===== config.mk =====
export PLATFORM = sky130hd
export DESIGN_NAME = i2c_req_arbiter
export DESIGN_NICKNAME = d
export VERILOG_FILES = /design/src/rtl/i2c_pkg.sv /design/src/rtl/rr_arbiter.sv /design/src/rtl/i2c_req_arbiter.sv
export SDC_FILE = /design/constraint.sdc
export NUM_CORES = 1
export LEC_CHECK = 0
export CAP_MARGIN = 10
export CORE_MARGIN = 3
export CORE_UTILIZATION = 45
export DETAILED_ROUTE_END_ITERATION = 7
export GPL_ROUTABILITY_DRIVEN = 0
export PLACE_DENSITY = 0.85
export SYNTH_ARGS = -nofsm -noshare
export SYNTH_HDL_FRONTEND = slang
export SYNTH_SLANG_ARGS = --single-unit

===== constraint.sdc =====
create_clock -name clk -period 3.09 [get_ports clk]
set_clock_uncertainty 0.15 [all_clocks]
set_input_delay 0.618 -clock clk [delete_from_list [all_inputs] [get_ports clk]]
set_output_delay 0.618 -clock clk [all_outputs]
set_load 0.005 [all_outputs]

===== src/rtl/i2c_pkg.sv =====
// Shared definitions for the I2C requester arbiter and related shared-bus blocks.
package i2c_pkg;

   typedef enum logic [1:0] {
      ST_IDLE = 2'd0,
      ST_EXEC = 2'd1,
      ST_WAIT = 2'd2,
      ST_RESP = 2'd3
   } state_e;

   localparam logic [6:0] SLAVE_ADDR      = 7'h50;
   localparam int         TIMEOUT_CYC_DEF = 4096;

endpackage


===== src/rtl/rr_arbiter.sv =====
// Combinational round-robin picker: first set request at or above ptr, wrapping.
module rr_arbiter #(
   parameter int NUM_REQ = 2,
   parameter int IDX_W   = (NUM_REQ > 1) ? $clog2(NUM_REQ) : 1
) (
   input  logic [NUM_REQ-1:0] req,
   input  logic [IDX_W-1:0]   ptr,
   output logic [NUM_REQ-1:0] gnt,
   output logic [IDX_W-1:0]   idx
);

   logic [IDX_W:0]   sum;
   logic [IDX_W-1:0] cand;
   logic             found;

   always_comb begin
      gnt   = '0;
      idx   = '0;
      found = 1'b0;
      sum   = '0;
      cand  = '0;
      for (int i = 0; i < NUM_REQ; i++) begin
         sum = {1'b0, ptr} + (IDX_W+1)'(i);
         if (sum >= (IDX_W+1)'(NUM_REQ)) begin
            sum = sum - (IDX_W+1)'(NUM_REQ);
         end
         cand = sum[IDX_W-1:0];
         if (!found && req[cand]) begin
            found     = 1'b1;
            gnt[cand] = 1'b1;
            idx       = cand;
         end
      end
   end

endmodule


===== src/rtl/i2c_req_arbiter.sv =====
// Shares one I2C byte driver between NUM_REQ requesters: round-robin grant,
// command latch, exec pulse, done/timeout wait and response back to the winner.
module i2c_req_arbiter
   import i2c_pkg::*;
#(
   parameter int NUM_REQ     = 2,
   parameter int TIMEOUT_CYC = TIMEOUT_CYC_DEF,
   parameter int TO_W        = 12
) (
   input  logic                    clk,
   input  logic                    rst,
   input  logic [NUM_REQ-1:0]      req,
   input  logic [NUM_REQ-1:0]      req_rh_wl,
   input  logic [NUM_REQ-1:0]      req_bit_ctrl,
   input  logic [16*NUM_REQ-1:0]   req_addr,
   input  logic [8*NUM_REQ-1:0]    req_wdata,
   output logic [NUM_REQ-1:0]      gnt,
   output logic [NUM_REQ-1:0]      done,
   output logic [7:0]              rdata,
   output logic                    ack_err,
   output logic                    timeout,
   output logic                    i2c_exec,
   output logic                    i2c_rh_wl,
   output logic                    bit_ctrl,
   output logic [15:0]             i2c_addr,
   output logic [7:0]              i2c_data_w,
   input  logic                    i2c_done,
   input  logic                    i2c_ack,
   input  logic [7:0]              i2c_data_r
);

   localparam int IDX_W = (NUM_REQ > 1) ? $clog2(NUM_REQ) : 1;

   state_e               state_q, state_d;
   logic [IDX_W-1:0]     ptr_q, ptr_d;
   logic [IDX_W-1:0]     idx_q, idx_d;
   logic [TO_W-1:0]      cnt_q, cnt_d;
   logic [NUM_REQ-1:0]   gnt_q, gnt_d;
   logic [NUM_REQ-1:0]   done_q, done_d;
   logic [7:0]           rdata_q, rdata_d;
   logic                 ack_err_q, ack_err_d;
   logic                 timeout_q, timeout_d;
   logic                 exec_q, exec_d;
   logic                 rh_wl_q, rh_wl_d;
   logic                 bit_ctrl_q, bit_ctrl_d;
   logic [15:0]          addr_q, addr_d;
   logic [7:0]           data_w_q, data_w_d;

   logic [NUM_REQ-1:0]   arb_gnt;
   logic [IDX_W-1:0]     arb_idx;
   logic                 cnt_expired;

   rr_arbiter #(
      .NUM_REQ (NUM_REQ),
      .IDX_W   (IDX_W)
   ) u_rr (
      .req (req),
      .ptr (ptr_q),
      .gnt (arb_gnt),
      .idx (arb_idx)
   );

   // Last allowed WAIT cycle; a done in this same cycle still wins.
   assign cnt_expired = (cnt_q == TO_W'(TIMEOUT_CYC - 1));

   always_ff @(posedge clk) begin
      if (rst) begin
         state_q    <= ST_IDLE;
         ptr_q      <= '0;
         idx_q      <= '0;
         cnt_q      <= '0;
         gnt_q      <= '0;
         done_q     <= '0;
         rdata_q    <= '0;
         ack_err_q  <= 1'b0;
         timeout_q  <= 1'b0;
         exec_q     <= 1'b0;
         rh_wl_q    <= 1'b0;
         bit_ctrl_q <= 1'b0;
         addr_q     <= '0;
         data_w_q   <= '0;
      end else begin
         state_q    <= state_d;
         ptr_q      <= ptr_d;
         idx_q      <= idx_d;
         cnt_q      <= cnt_d;
         gnt_q      <= gnt_d;
         done_q     <= done_d;
         rdata_q    <= rdata_d;
         ack_err_q  <= ack_err_d;
         timeout_q  <= timeout_d;
         exec_q     <= exec_d;
         rh_wl_q    <= rh_wl_d;
         bit_ctrl_q <= bit_ctrl_d;
         addr_q     <= addr_d;
         data_w_q   <= data_w_d;
      end
   end

   always_comb begin
      state_d = state_q;
      unique case (state_q)
         ST_IDLE: if (req != '0) state_d = ST_EXEC;
         ST_EXEC: state_d = ST_WAIT;
         ST_WAIT: if (i2c_done || cnt_expired) state_d = ST_RESP;
         ST_RESP: state_d = ST_IDLE;
         default: state_d = ST_IDLE;
      endcase
   end

   always_comb begin
      ptr_d      = ptr_q;
      idx_d      = idx_q;
      cnt_d      = cnt_q;
      gnt_d      = gnt_q;
      done_d     = '0;
      rdata_d    = rdata_q;
      ack_err_d  = ack_err_q;
      timeout_d  = timeout_q;
      exec_d     = 1'b0;
      rh_wl_d    = rh_wl_q;
      bit_ctrl_d = bit_ctrl_q;
      addr_d     = addr_q;
      data_w_d   = data_w_q;
      unique case (state_q)
         ST_IDLE: begin
            if (req != '0) begin
               idx_d      = arb_idx;
               gnt_d      = arb_gnt;
               exec_d     = 1'b1;
               rh_wl_d    = req_rh_wl[arb_idx];
               bit_ctrl_d = req_bit_ctrl[arb_idx];
               addr_d     = req_addr[{arb_idx, 4'b0000} +: 16];
               data_w_d   = req_wdata[{arb_idx, 3'b000} +: 8];
            end
         end
         ST_EXEC: cnt_d = '0;
         ST_WAIT: begin
            cnt_d = cnt_q + 1'b1;
            if (i2c_done) begin
               done_d    = gnt_q;
               ack_err_d = i2c_ack;
               timeout_d = 1'b0;
               if (rh_wl_q) rdata_d = i2c_data_r;
            end else if (cnt_expired) begin
               done_d    = gnt_q;
               ack_err_d = 1'b1;
               timeout_d = 1'b1;
            end
         end
         ST_RESP: begin
            gnt_d = '0;
            ptr_d = (idx_q == IDX_W'(NUM_REQ - 1)) ? '0 : idx_q + 1'b1;
         end
         default: ;
      endcase
   end

   assign gnt        = gnt_q;
   assign done       = done_q;
   assign rdata      = rdata_q;
   assign ack_err    = ack_err_q;
   assign timeout    = timeout_q;
   assign i2c_exec   = exec_q;
   assign i2c_rh_wl  = rh_wl_q;
   assign bit_ctrl   = bit_ctrl_q;
   assign i2c_addr   = addr_q;
   assign i2c_data_w = data_w_q;

endmodule


==> results.md, run 1 <==
- Largest family of logic cells by synthesized area: simple AND/OR/NAND/NOR gates
- Filler cells: a little over 400
- Synth Area in Compound Gates: approximately 14%
- Peak supply drop: 0.447 mV
- Crit path kind: in2reg
- Core Area: 5200 um2
- Adder-cell share of the synthesized area: under 10%
- Crit path launch type: input port
- Hold Crit Start: ack_err
- Post-DP HPWL: 4330 um
- Status: complete, no violations
- GRT Overall Usage: between 10% and 20%
- Router iterations before antenna repair: 4
- CTS Sinks: between 50 and 60
- # rows: 26
- Crit. End Element: flop
- Pwr per Cell Area: around 680 nW/um2
- FF+latch count, synth: 57
- Worst-path cell chain: clkdlybuf4s50_1, inv_1, o21ai_4, buf_4, mux2i_1, a211oi_1
- First-pass GRT wire length: roughly 9600 um
- Max Root-Sink Buffers: 2
- Buffers & Inverters on Critical Path: 3
- WL final: 5880 um
- Synthesized area per cell: ~9.5 um2
- Synth Net Count: 330
- Antenna Diode Count: 0
- Crit share post-route: 68.1%
- Setup Viol. Count Final: 0
- Share of layout cells above drive strength 1: under 10%
- Antenna violations before repair: 0
- CP arrival: ~2.2 ns
- Pleak: 1.52 nW
- Post-Syn Area: roughly 2500 um2
- DRT iter0 DRCs: 110
- Vias in the first global route: roughly 2100
- Fin cells: 437
- Comb pwr share: around 36%
- Clk root buf: clkbuf_8
- FF-to-FF Start: state_q[1]
- PostCTS Resize Cnt: 0
- Number of placed I/O pins: roughly 110
- Setup tns final: 0 ns
- Clk Latency, worst-skew pair: 0.33 ns
- Slew at the pin with the worst max-slew slack: a little over 0.5 ns
- I/O Buffers: around 110
- Area growth syn-to-layout: 51.8%
- Largest net degree at the start of global routing: 53
- Vias/cell: 5.03
- Clock transition at the registers of the reported paths: approximately 0.07 ns
- Worst EP required: ~3.1 ns
- # hold bufs at CTS: 0
- YS warnings: 0
- Multiplexer share of the synthesized area: ~15%
- Final #Nets: approximately 430
- H-tree depth: 3
- Die Ht: around 80 um
- Slowest stage cell, crit path: clkdlybuf4s50_1
- DRC Markers: 0
- Global route overflow: 0
- Routed Antenna Nets: 0
- Switching part of the total: 30.5%
- Worst hold-check path type: reg2reg
- RSZ-0062 raised after global routing: no
- Post-route minimum period: about 2.1 ns
- Dpl cells: about 420
- Num CTS Buffers: 9
- Slowest stage delay, CP: 0.54 ns
- Seq/Total Area, Yosys: 46.4%
- Crit-path max FO: 26
- Setup crit start: req[0]
- Slew headroom: 65.3%
- Max Cap Viol: 0
- Clk pwr share: about a quarter
- Gate Count Post-Synth: 260
- Switch Pwr: just under 0.8 mW
- Worst path top cell family by delay: buffers and inverters
- Wirelength per Cell: around 13 um
- Flop pwr share: roughly two fifths
- Die W: 79.9 um
- Cell Int Power: about 1.8 mW
- Vias: around 2200
- Setup Buffers After CTS: 0
- Die area: 6380 um2
- Xor/xnor cell area share of the yosys netlist: 2.85%
- Count of cell types in the netlist: 33
- Max Freq: ~0.48 GHz
- TritonCTS clock tree: built
- Synth Area in Simple Gates: 15.3%
- Initial Util: 47.2%
- Max Slew Vio Count: 0
- Final Hold Viols: 0
[synthesized netlist by cell type (all sizes together)]
master / number / area share, %
nand2b: 6 / 1.8
clkbuf: 11 / 1.7
xor2: 2 / 0.71
mux2i: 36 / 15
or3: 2 / 0.56
nor2: 47 / 7.2
a211oi: 28 / 8.8
nor3: 5 / 1.0
a21o: 3 / 0.92
nor3b: 3 / 0.92
inv: 11 / 1.7
buf: 6 / 1.8
nand4: 2 / 0.51
o21a: 1 / 0.31
nor4: 1 / 0.25
ha: 4 / 2.0
o41a: 1 / 0.46
nand2: 6 / 0.92
dfxtp: 57 / 46
o21ai: 5 / 1.0
nand3b: 1 / 0.31
nand3: 6 / 1.4
o211ai: 1 / 0.31
xnor2: 6 / 2.1
a221oi: 1 / 0.36
nand4b: 1 / 0.36
a21oi: 7 / 1.4
[worst paths after layout]
| check | endpoint | slack, ns | cells after the start |
|---|---|---|---|
| worst max-delay path | i2c_data_w[3] | 0.99 | 6 |
| worst min-delay path | ack_err | 0.32 | 2 |
| worst max register to register | cnt_q[11] | 0.99 | 6 |
| worst min register to register | ack_err | 0.32 | 2 |
[kinds of logic (layout without fill, tap and decap cells)]
group                    after synthesis  in the layout
AO/OA/AOI/OAI                         47             47
XOR/XNOR                               8              8
adder cells (fa/ha/maj)                4              4
buffers and inverters                 28            135
flip-flops                            57             57
multiplexers                          36             36
AND/OR/NAND/NOR                       80             80
[power groups by stage]
stage	registers (mW)	clock network [mW]	logic, mW
global placement	1.02	0	0.897
detailed placement	1.02	0	0.917
CTS	1.01	0.644	0.927
global route	1.03	0.676	1.01
floorplan	1.03	0	0.430
finish	1.01	0.628	0.915
[sequential cells by signal, indices dropped and copies added (netlist names)]
register and count:
idx_q 1, ack_err 1, rdata 8, ptr_q 1, i2c_addr 16, i2c_rh_wl 1, state_q 2, done 2
bit_ctrl 1, i2c_exec 1, timeout 1, gnt 2, cnt_q 12, i2c_data_w 8
[cells in the final DEF, fill, tap and decap left out, types with 2 or more instances in the layout]
cell and count:
clkdlybuf4s50_1 105, nand2b_1 5, nand3_1 5, xnor2_1 6, nor3b_1 3, mux2i_1 36
dfxtp_1 57, nand4_1 2, xor2_1 2, o21ai_0 4, nor2_1 47, a21o_1 3
a21oi_1 7, nor3_1 5, buf_4 3, ha_1 4, clkbuf_8 12, nand2_1 6
clkinv_2 3, inv_1 11, a211oi_1 27
[cell type report]
cell class | instances | area (um2) | area share [%]
Inverter | 11 | 41.3 | 1.11
Clock buffer | 12 | 165 | 4.43
Sequential cell | 57 | 1140 | 30.6
Clock inverter | 3 | 15.0 | 0.403
Timing Repair Buffer | 109 | 1080 | 28.9
Multi-Input combinational cell | 175 | 1200 | 32.2
Tap cell | 70 | 87.6 | 2.35
[worst register-to-register path, cell delays in order (launching register included)]
cell and delay (ns):
dfxtp_1 0.37, inv_1 0.06, ha_1 0.41, nand4_1 0.31
nor4_1 0.45, xnor2_1 0.17, nor2_1 0.06
[layer usage]
| layer | global-route usage (%) | share of wire, % | routed length [um] |
|---|---|---|---|
| met2 | 29.3 | 43 | 2500 |
| met3 | 11.6 | 15 | 881 |
| met5 | 0 | 0 | 0 |
| met1 | 21.6 | 41 | 2420 |
| met4 | 9.63 | 1.3 | 74 |
[through the flow]
step | hold slack, ns | instance area (um2) | power, mW | util [%] | setup WS [ns]
detailed placement | 0.310 | 3550 | 1.94 | 68.2 | 0.625
CTS | 0.321 | 3730 | 2.58 | 71.7 | 0.972
floorplan | 0.286 | 2460 | 1.46 | - | 1.29
global placement | 0.296 | 3550 | 1.91 | 68.2 | 0.691
global route | 0.356 | 3730 | 2.72 | 71.7 | 0.781
finish | 0.320 | 3730 | 2.55 | 71.7 | 0.985
(Power assumes the default switching activity.)
==> run 2: changes to the inputs <==
--- a/config.mk
+++ b/config.mk
@@ -7,10 +7,10 @@
 export LEC_CHECK = 0
 export CAP_MARGIN = 10
 export CORE_MARGIN = 3
-export CORE_UTILIZATION = 45
+export CORE_UTILIZATION = 38
 export DETAILED_ROUTE_END_ITERATION = 7
 export GPL_ROUTABILITY_DRIVEN = 0
-export PLACE_DENSITY = 0.85
+export PLACE_DENSITY = 0.76
 export SYNTH_ARGS = -nofsm -noshare
 export SYNTH_HDL_FRONTEND = slang
 export SYNTH_SLANG_ARGS = --single-unit
==> constraint.sdc (replaced) <==
create_clock -name clk -period 1.9 [get_ports clk]
set_clock_uncertainty 0.15 [all_clocks]
set_input_delay 0.38 -clock clk [delete_from_list [all_inputs] [get_ports clk]]
set_output_delay 0.38 -clock clk [all_outputs]
set_load 0.005 [all_outputs]
==> run 2 against run 1 <==
Effect of this change:
- flip-flop and latch count is the same
- non-clock buffer count rose by 12
- setup slack worse by 0.86 ns
- critical endpoint is now i2c_rh_wl
- sequential power increased by 62%
- count of clock-buffer cells in the layout increased by 1
- combinational power increased by 76%
- largest cell class is now buffers
==> results.md, run 2 (same netlist as run 1, synthesis figures left out) <==
- Status: complete, no violations (unchanged)
- Routed Antenna Nets: 0 (unchanged)
- # rows: 28 (was 26)
- Setup Buffers After CTS: 0 (unchanged)
- Share of layout cells above drive strength 1: 9.50% (was 6.81%)
- Worst EP required: 1.37 ns (was 3.14 ns)
- Vias: 2243 (was 2199)
- Post-route minimum period: between 1.5 and 2 ns
- Most frequent cells in the layout: clkdlybuf4s50_1, dfxtp_1, nor2_1 (unchanged)
- Area growth syn-to-layout: 57.3% (was 51.8%)
- Worst hold-check path type: in2reg (was reg2reg)
- Wirelength per Cell: 13.4 um (about the same)
- First-pass GRT wire length: 10000 um (was 9560 um)
- Min-Delay Path Depth: 2 (unchanged)
- Reg2reg path depth: 7 (was 6)
- Global route overflow: 0 (unchanged)
- Largest net degree at the start of global routing: 29 (was 53)
- TritonCTS clock tree: built (unchanged)
- Worst path top cell family by delay: buffers and inverters (unchanged)
- Dpl cells: 439 (was 422)
- Worst-path cell chain: clkdlybuf4s50_1 (was clkdlybuf4s50_1, inv_1, o21ai_4, buf_4, mux2i_1, a211oi_1)
- Peak supply drop: 0.633 mV (was 0.447 mV)
- Slew headroom: 79.7% (was 65.3%)
- DRT iter0 DRCs: 90 (was 110)
- Pre-CTS setup slack: -0.0635 ns (was 0.625 ns)
- Initial Util: 40.3% (was 47.2%)
- Die Ht: 86.4 um (was 79.9 um)
- Most common cell after layout, fill and taps aside: clkdlybuf4s50_1 (unchanged)
- Antenna Diode Count: 0 (unchanged)
- R2R Setup Slk: 0.14 ns (was 0.99 ns)
- Slowest stage delay, CP: 0.53 ns (was 0.54 ns)
- Number of flip-flops in the largest register: 16 (unchanged)
- CP arrival: 1.25 ns (was 2.15 ns)
- Die area: 7470 um2 (was 6380 um2)
- Post-DP Area: 3680 um2 (was 3550 um2)
- Setup Viol. Count Final: 0 (unchanged)
- Pleak: 1.59 nW (was 1.52 nW)
- Slowest stage cell, crit path: clkdlybuf4s50_1 (unchanged)
- Crit path launch type: flop (was input port)
- Final Hold Viols: 0 (unchanged)
- Crit. End Element: output pin (was flop)
- Post-DP HPWL: 4600 um (was 4330 um)
- Num CTS Buffers: 9 (unchanged)
- Vias/cell: 4.94 (was 5.03)
- FF-to-FF Start: state_q[0] (was state_q[1])
- Max Root-Sink Buffers: 2 (unchanged)
- CTS Sinks: 57 (unchanged)
- R2R Path End: cnt_q[9] (was cnt_q[11])
- Crit share post-route: 93.6%
- WL final: 6070 um (was 5880 um)
- Slack of the critical path: 0.121 ns (was 0.985 ns)
- Max Freq: between 0.5 and 0.6 GHz
- Max Slew Vio Count: 0 (unchanged)
- Final #Nets: 445 (was 433)
- GRT Overall Usage: 17.2% (was 19.5%)
- Vias in the first global route: 2253 (was 2120)
- Crit path kind: reg2out (was in2reg)
- RSZ-0062 raised after global routing: no (unchanged)
- Hold Crit Start: rst (was ack_err)
- Slew at the pin with the worst max-slew slack: 0.302 ns (was 0.520 ns)
- Number of placed I/O pins: 107 (unchanged)
- PostCTS Resize Cnt: 0 (unchanged)
- Clk root buf: clkbuf_8 (unchanged)
- Crit-path max FO: 3 (was 26)
- DRC Markers: 0 (unchanged)
- Fin cells: 454 (was 437)
- # hold bufs at CTS: 0 (unchanged)
- Clock transition at the registers of the reported paths: 0.06 ns (was 0.07 ns)
- Post-route cell area: 3860 um2 (was 3730 um2)
- Pwr per Cell Area: 1110 nW/um2 (was 683 nW/um2)
- Overall power: 4.28 mW (was 2.55 mW)
- H-tree depth: 3 (unchanged)
- Antenna violations before repair: 0 (unchanged)
- Clk Latency, worst-skew pair: 0.33 ns (about the same)
- Core Area: 6100 um2 (was 5200 um2)
- Die W: 86.4 um (was 79.9 um)
- Router iterations before antenna repair: 4 (unchanged)
- Buffers & Inverters on Critical Path: 1 (was 3)
- I/O Buffers: 106 (unchanged)
- Hold worst-path end: i2c_exec (was ack_err)
- Max Cap Viol: 0 (unchanged)
## run 2: cell types whose count changed in the layout (fill, tap and decap cells not counted), sizes merged
cell / delta
buf: +12
clkinvlp: +1
clkinv: -2
clkbuf: +1
## run 2: power breakdown
group          internal (mW)  total (mW)  switching, mW
clock network          0.571        1.03          0.460
registers               1.48        1.64          0.160
logic                  0.949        1.61          0.661
## run 2: routing by layer
layer  up-vias  wire (um)  track usage, %
li1       1144          -               -
met1       990       2430            19.6
met2       102       2660            25.6
met3         7        908            11.6
met4         0         77            5.95
met5         -          0               0
## run 2: worst max-delay path by stage
stage	endpoint	slack, ns	startpoint	cells past startpoint
2_1_floorplan	cnt_q[11]	0.10	state_q[1]	7
3_3_place_gp	i2c_addr[0]	-0.02	req[0]	6
3_5_place_dp	i2c_addr[8]	-0.06	req[1]	5
4_1_cts	i2c_rh_wl	0.10	i2c_rh_wl	1
5_1_grt	cnt_q[9]	0.02	state_q[0]	7
6_report	i2c_rh_wl	0.12	i2c_rh_wl	1
## run 2: stage by stage
| step | hold WS [ns] | TNS, ns | utilization (%) |
|---|---|---|---|
| detailed placement | 0.306 | -0.426 | 60.4 |
| global placement | 0.296 | -0.0233 | 60.4 |
| finish | 0.236 | 0 | 63.4 |
| floorplan | 0.286 | 0 | - |
| global route | 0.239 | 0 | 63.4 |
| CTS | 0.223 | 0 | 63.4 |
## run 2: final cells by class
class | count | area (um2)
timing repair buffer | 121 | 1210
fill | 527 | 2230
tap | 75 | 93.8
inverter | 11 | 41.3
clock buffer | 13 | 169
clock inverter | 2 | 12.5
multi-input combinational | 175 | 1200
sequential | 57 | 1140
==> patch (config.mk and constraints of run 2) <==
Change the parameter `TO_W` from 12 to 24.
--- a/src/rtl/i2c_req_arbiter.sv
+++ b/src/rtl/i2c_req_arbiter.sv
@@ -5,7 +5,7 @@
 #(
    parameter int NUM_REQ     = 2,
    parameter int TIMEOUT_CYC = TIMEOUT_CYC_DEF,
-   parameter int TO_W        = 12
+   parameter int TO_W        = 24
 ) (
    input  logic                    clk,
    input  logic                    rst,
Function: same outputs for any inputs over 10 cycles, from zero or initial values and one cycle with rst high; that may be too few to reach the edited logic, so the function may still have changed.
==> patch against run 2 <==
- setup slack got worse by 0.22 ns
- largest cell class is now multi-input gates
- sequential power rose by 13%
- final area rose by 28%
- fmax fell by 11%
- register-to-register slack got worse by 0.24 ns
- utilization fell by 0.20 points
- routed wire length rose by 46%
- hold slack improved by 0.018 ns
- the run now ends with setup timing left
- clock power rose by 30%
- area after synthesis rose by 26%
- total power rose by 24%
- sequential cell count rose by 12
==> patch: results (changes against run 2) <==
Run status = finished, violations left
Failing checks = setup timing
Setup ws final = -0.101 ns (-0.222 ns)
Tightest Pin Transition = 0.482 ns (+0.179 ns)
DR vias = 3170 (+41%)
Total Neg Setup Slack = -0.438 ns (-0.438 ns)
Yosys cell types = 38 (+15%)
Pre-CTS setup slack = -0.147 ns (-0.0832 ns)
Comb_multi_in = 268 (+53%)
Clkbuf count = 10 (-3)
Vias/cell = 5.09 (+3.0%)
Post-synthesis mux area share = 3.89% (-11 points)
Mean Syn Cell Area = 8.34 µm² (-12%)
Fraction of area in multi-input gates = 34.0% (+2.9 points)
Final sequential cell count = 69 (+21%)
WL/cell = 14.3 µm (+6.7%)
R2r setup slk = -0.10 ns (-0.24 ns)
Layout cell share with drive strength beyond 1 = 18.4% (+8.9 points)
CP endpoint = state_q[1]
Reg2reg path depth = 4 (-3)
Area taken by multi-input logic gates = 1680 µm² (+40%)
Largest net degree at the start of global routing = 39 (+34%)
WP data arrival = 2.11 ns (+0.86 ns)
Lkg Pwr = 1.92 nW (+21%)
Clk cell area share = 4.54% (-0.16 points)
Max reg flops = 24 (+8)
Final setup viols = 9 (+9)
Sequential share of cell area = 28.1% (-1.5 points)
Worst r2r src = cnt_q[20]
Most instantiated cells after synthesis = nand2_1, dfxtp_1, nor2_1
First DRT Iteration DRCs = 134 (+49%)
CP max-delay cell = or4_4
Syn_nets = 441 (+34%)
Vias in the first global route = 2969 (+32%)
CP max stage delay = 0.57 ns (+0.04 ns)
Synthesized-area fraction occupied by adder cells = 2.03% (-0.0083 points)
Largest cells by area after synthesis = dfxtp_1, nand2_1, a311oi_1
Non-Clock Buffer Area Fraction = 30.1% (-1.1 points)
GR Util All Layers = 18.8% (+1.6 points)
First-pass GRT wire length = 13600 µm (+35%)
Drt pass-1 iters = 6 (+2)
Number of fill cells in the layout = 635 (+20%)
Critical Path Fanout Max = 2 (-1)
Worst VDD drop = 620 µV (-2.0%)
==> patch: changes by cell type after synthesis, moves of 4 or more <==
cell      delta
dfxtp_1     +12
a211oi_1    -26
nand4_1      +4
nand2_1     +64
a21oi_1      +7
nor2_1       +5
and3_1       +4
mux2i_1     -24
a311oi_1    +27
or4_1        +8
clkbuf_1     +8
o31ai_1      +6
nor4_1       +7
==> patch: repair_timing <==
action                                  4_1_cts  5_1_grt
resized for setup                             6       11
pin swaps                                     4        2
endpoints found under the setup margin        9       12
setup buffers                                 2        1
==> patch: layer usage <==
layer / track usage, % / wire length (µm) / vias up
li1: - / - / 1598
met1: 21.9 / 3660 / 1457
met2: 31.7 / 4440 / 98
met3: 5.24 / 545 / 17
met4: 8.89 / 237 / 0
met5: 0 / 0 / -
==> patch: power breakdown <==
group          total (mW)  switching, mW  internal [mW]
registers            1.85          0.142           1.71
logic                2.11          0.950           1.16
clock network        1.34          0.564          0.772
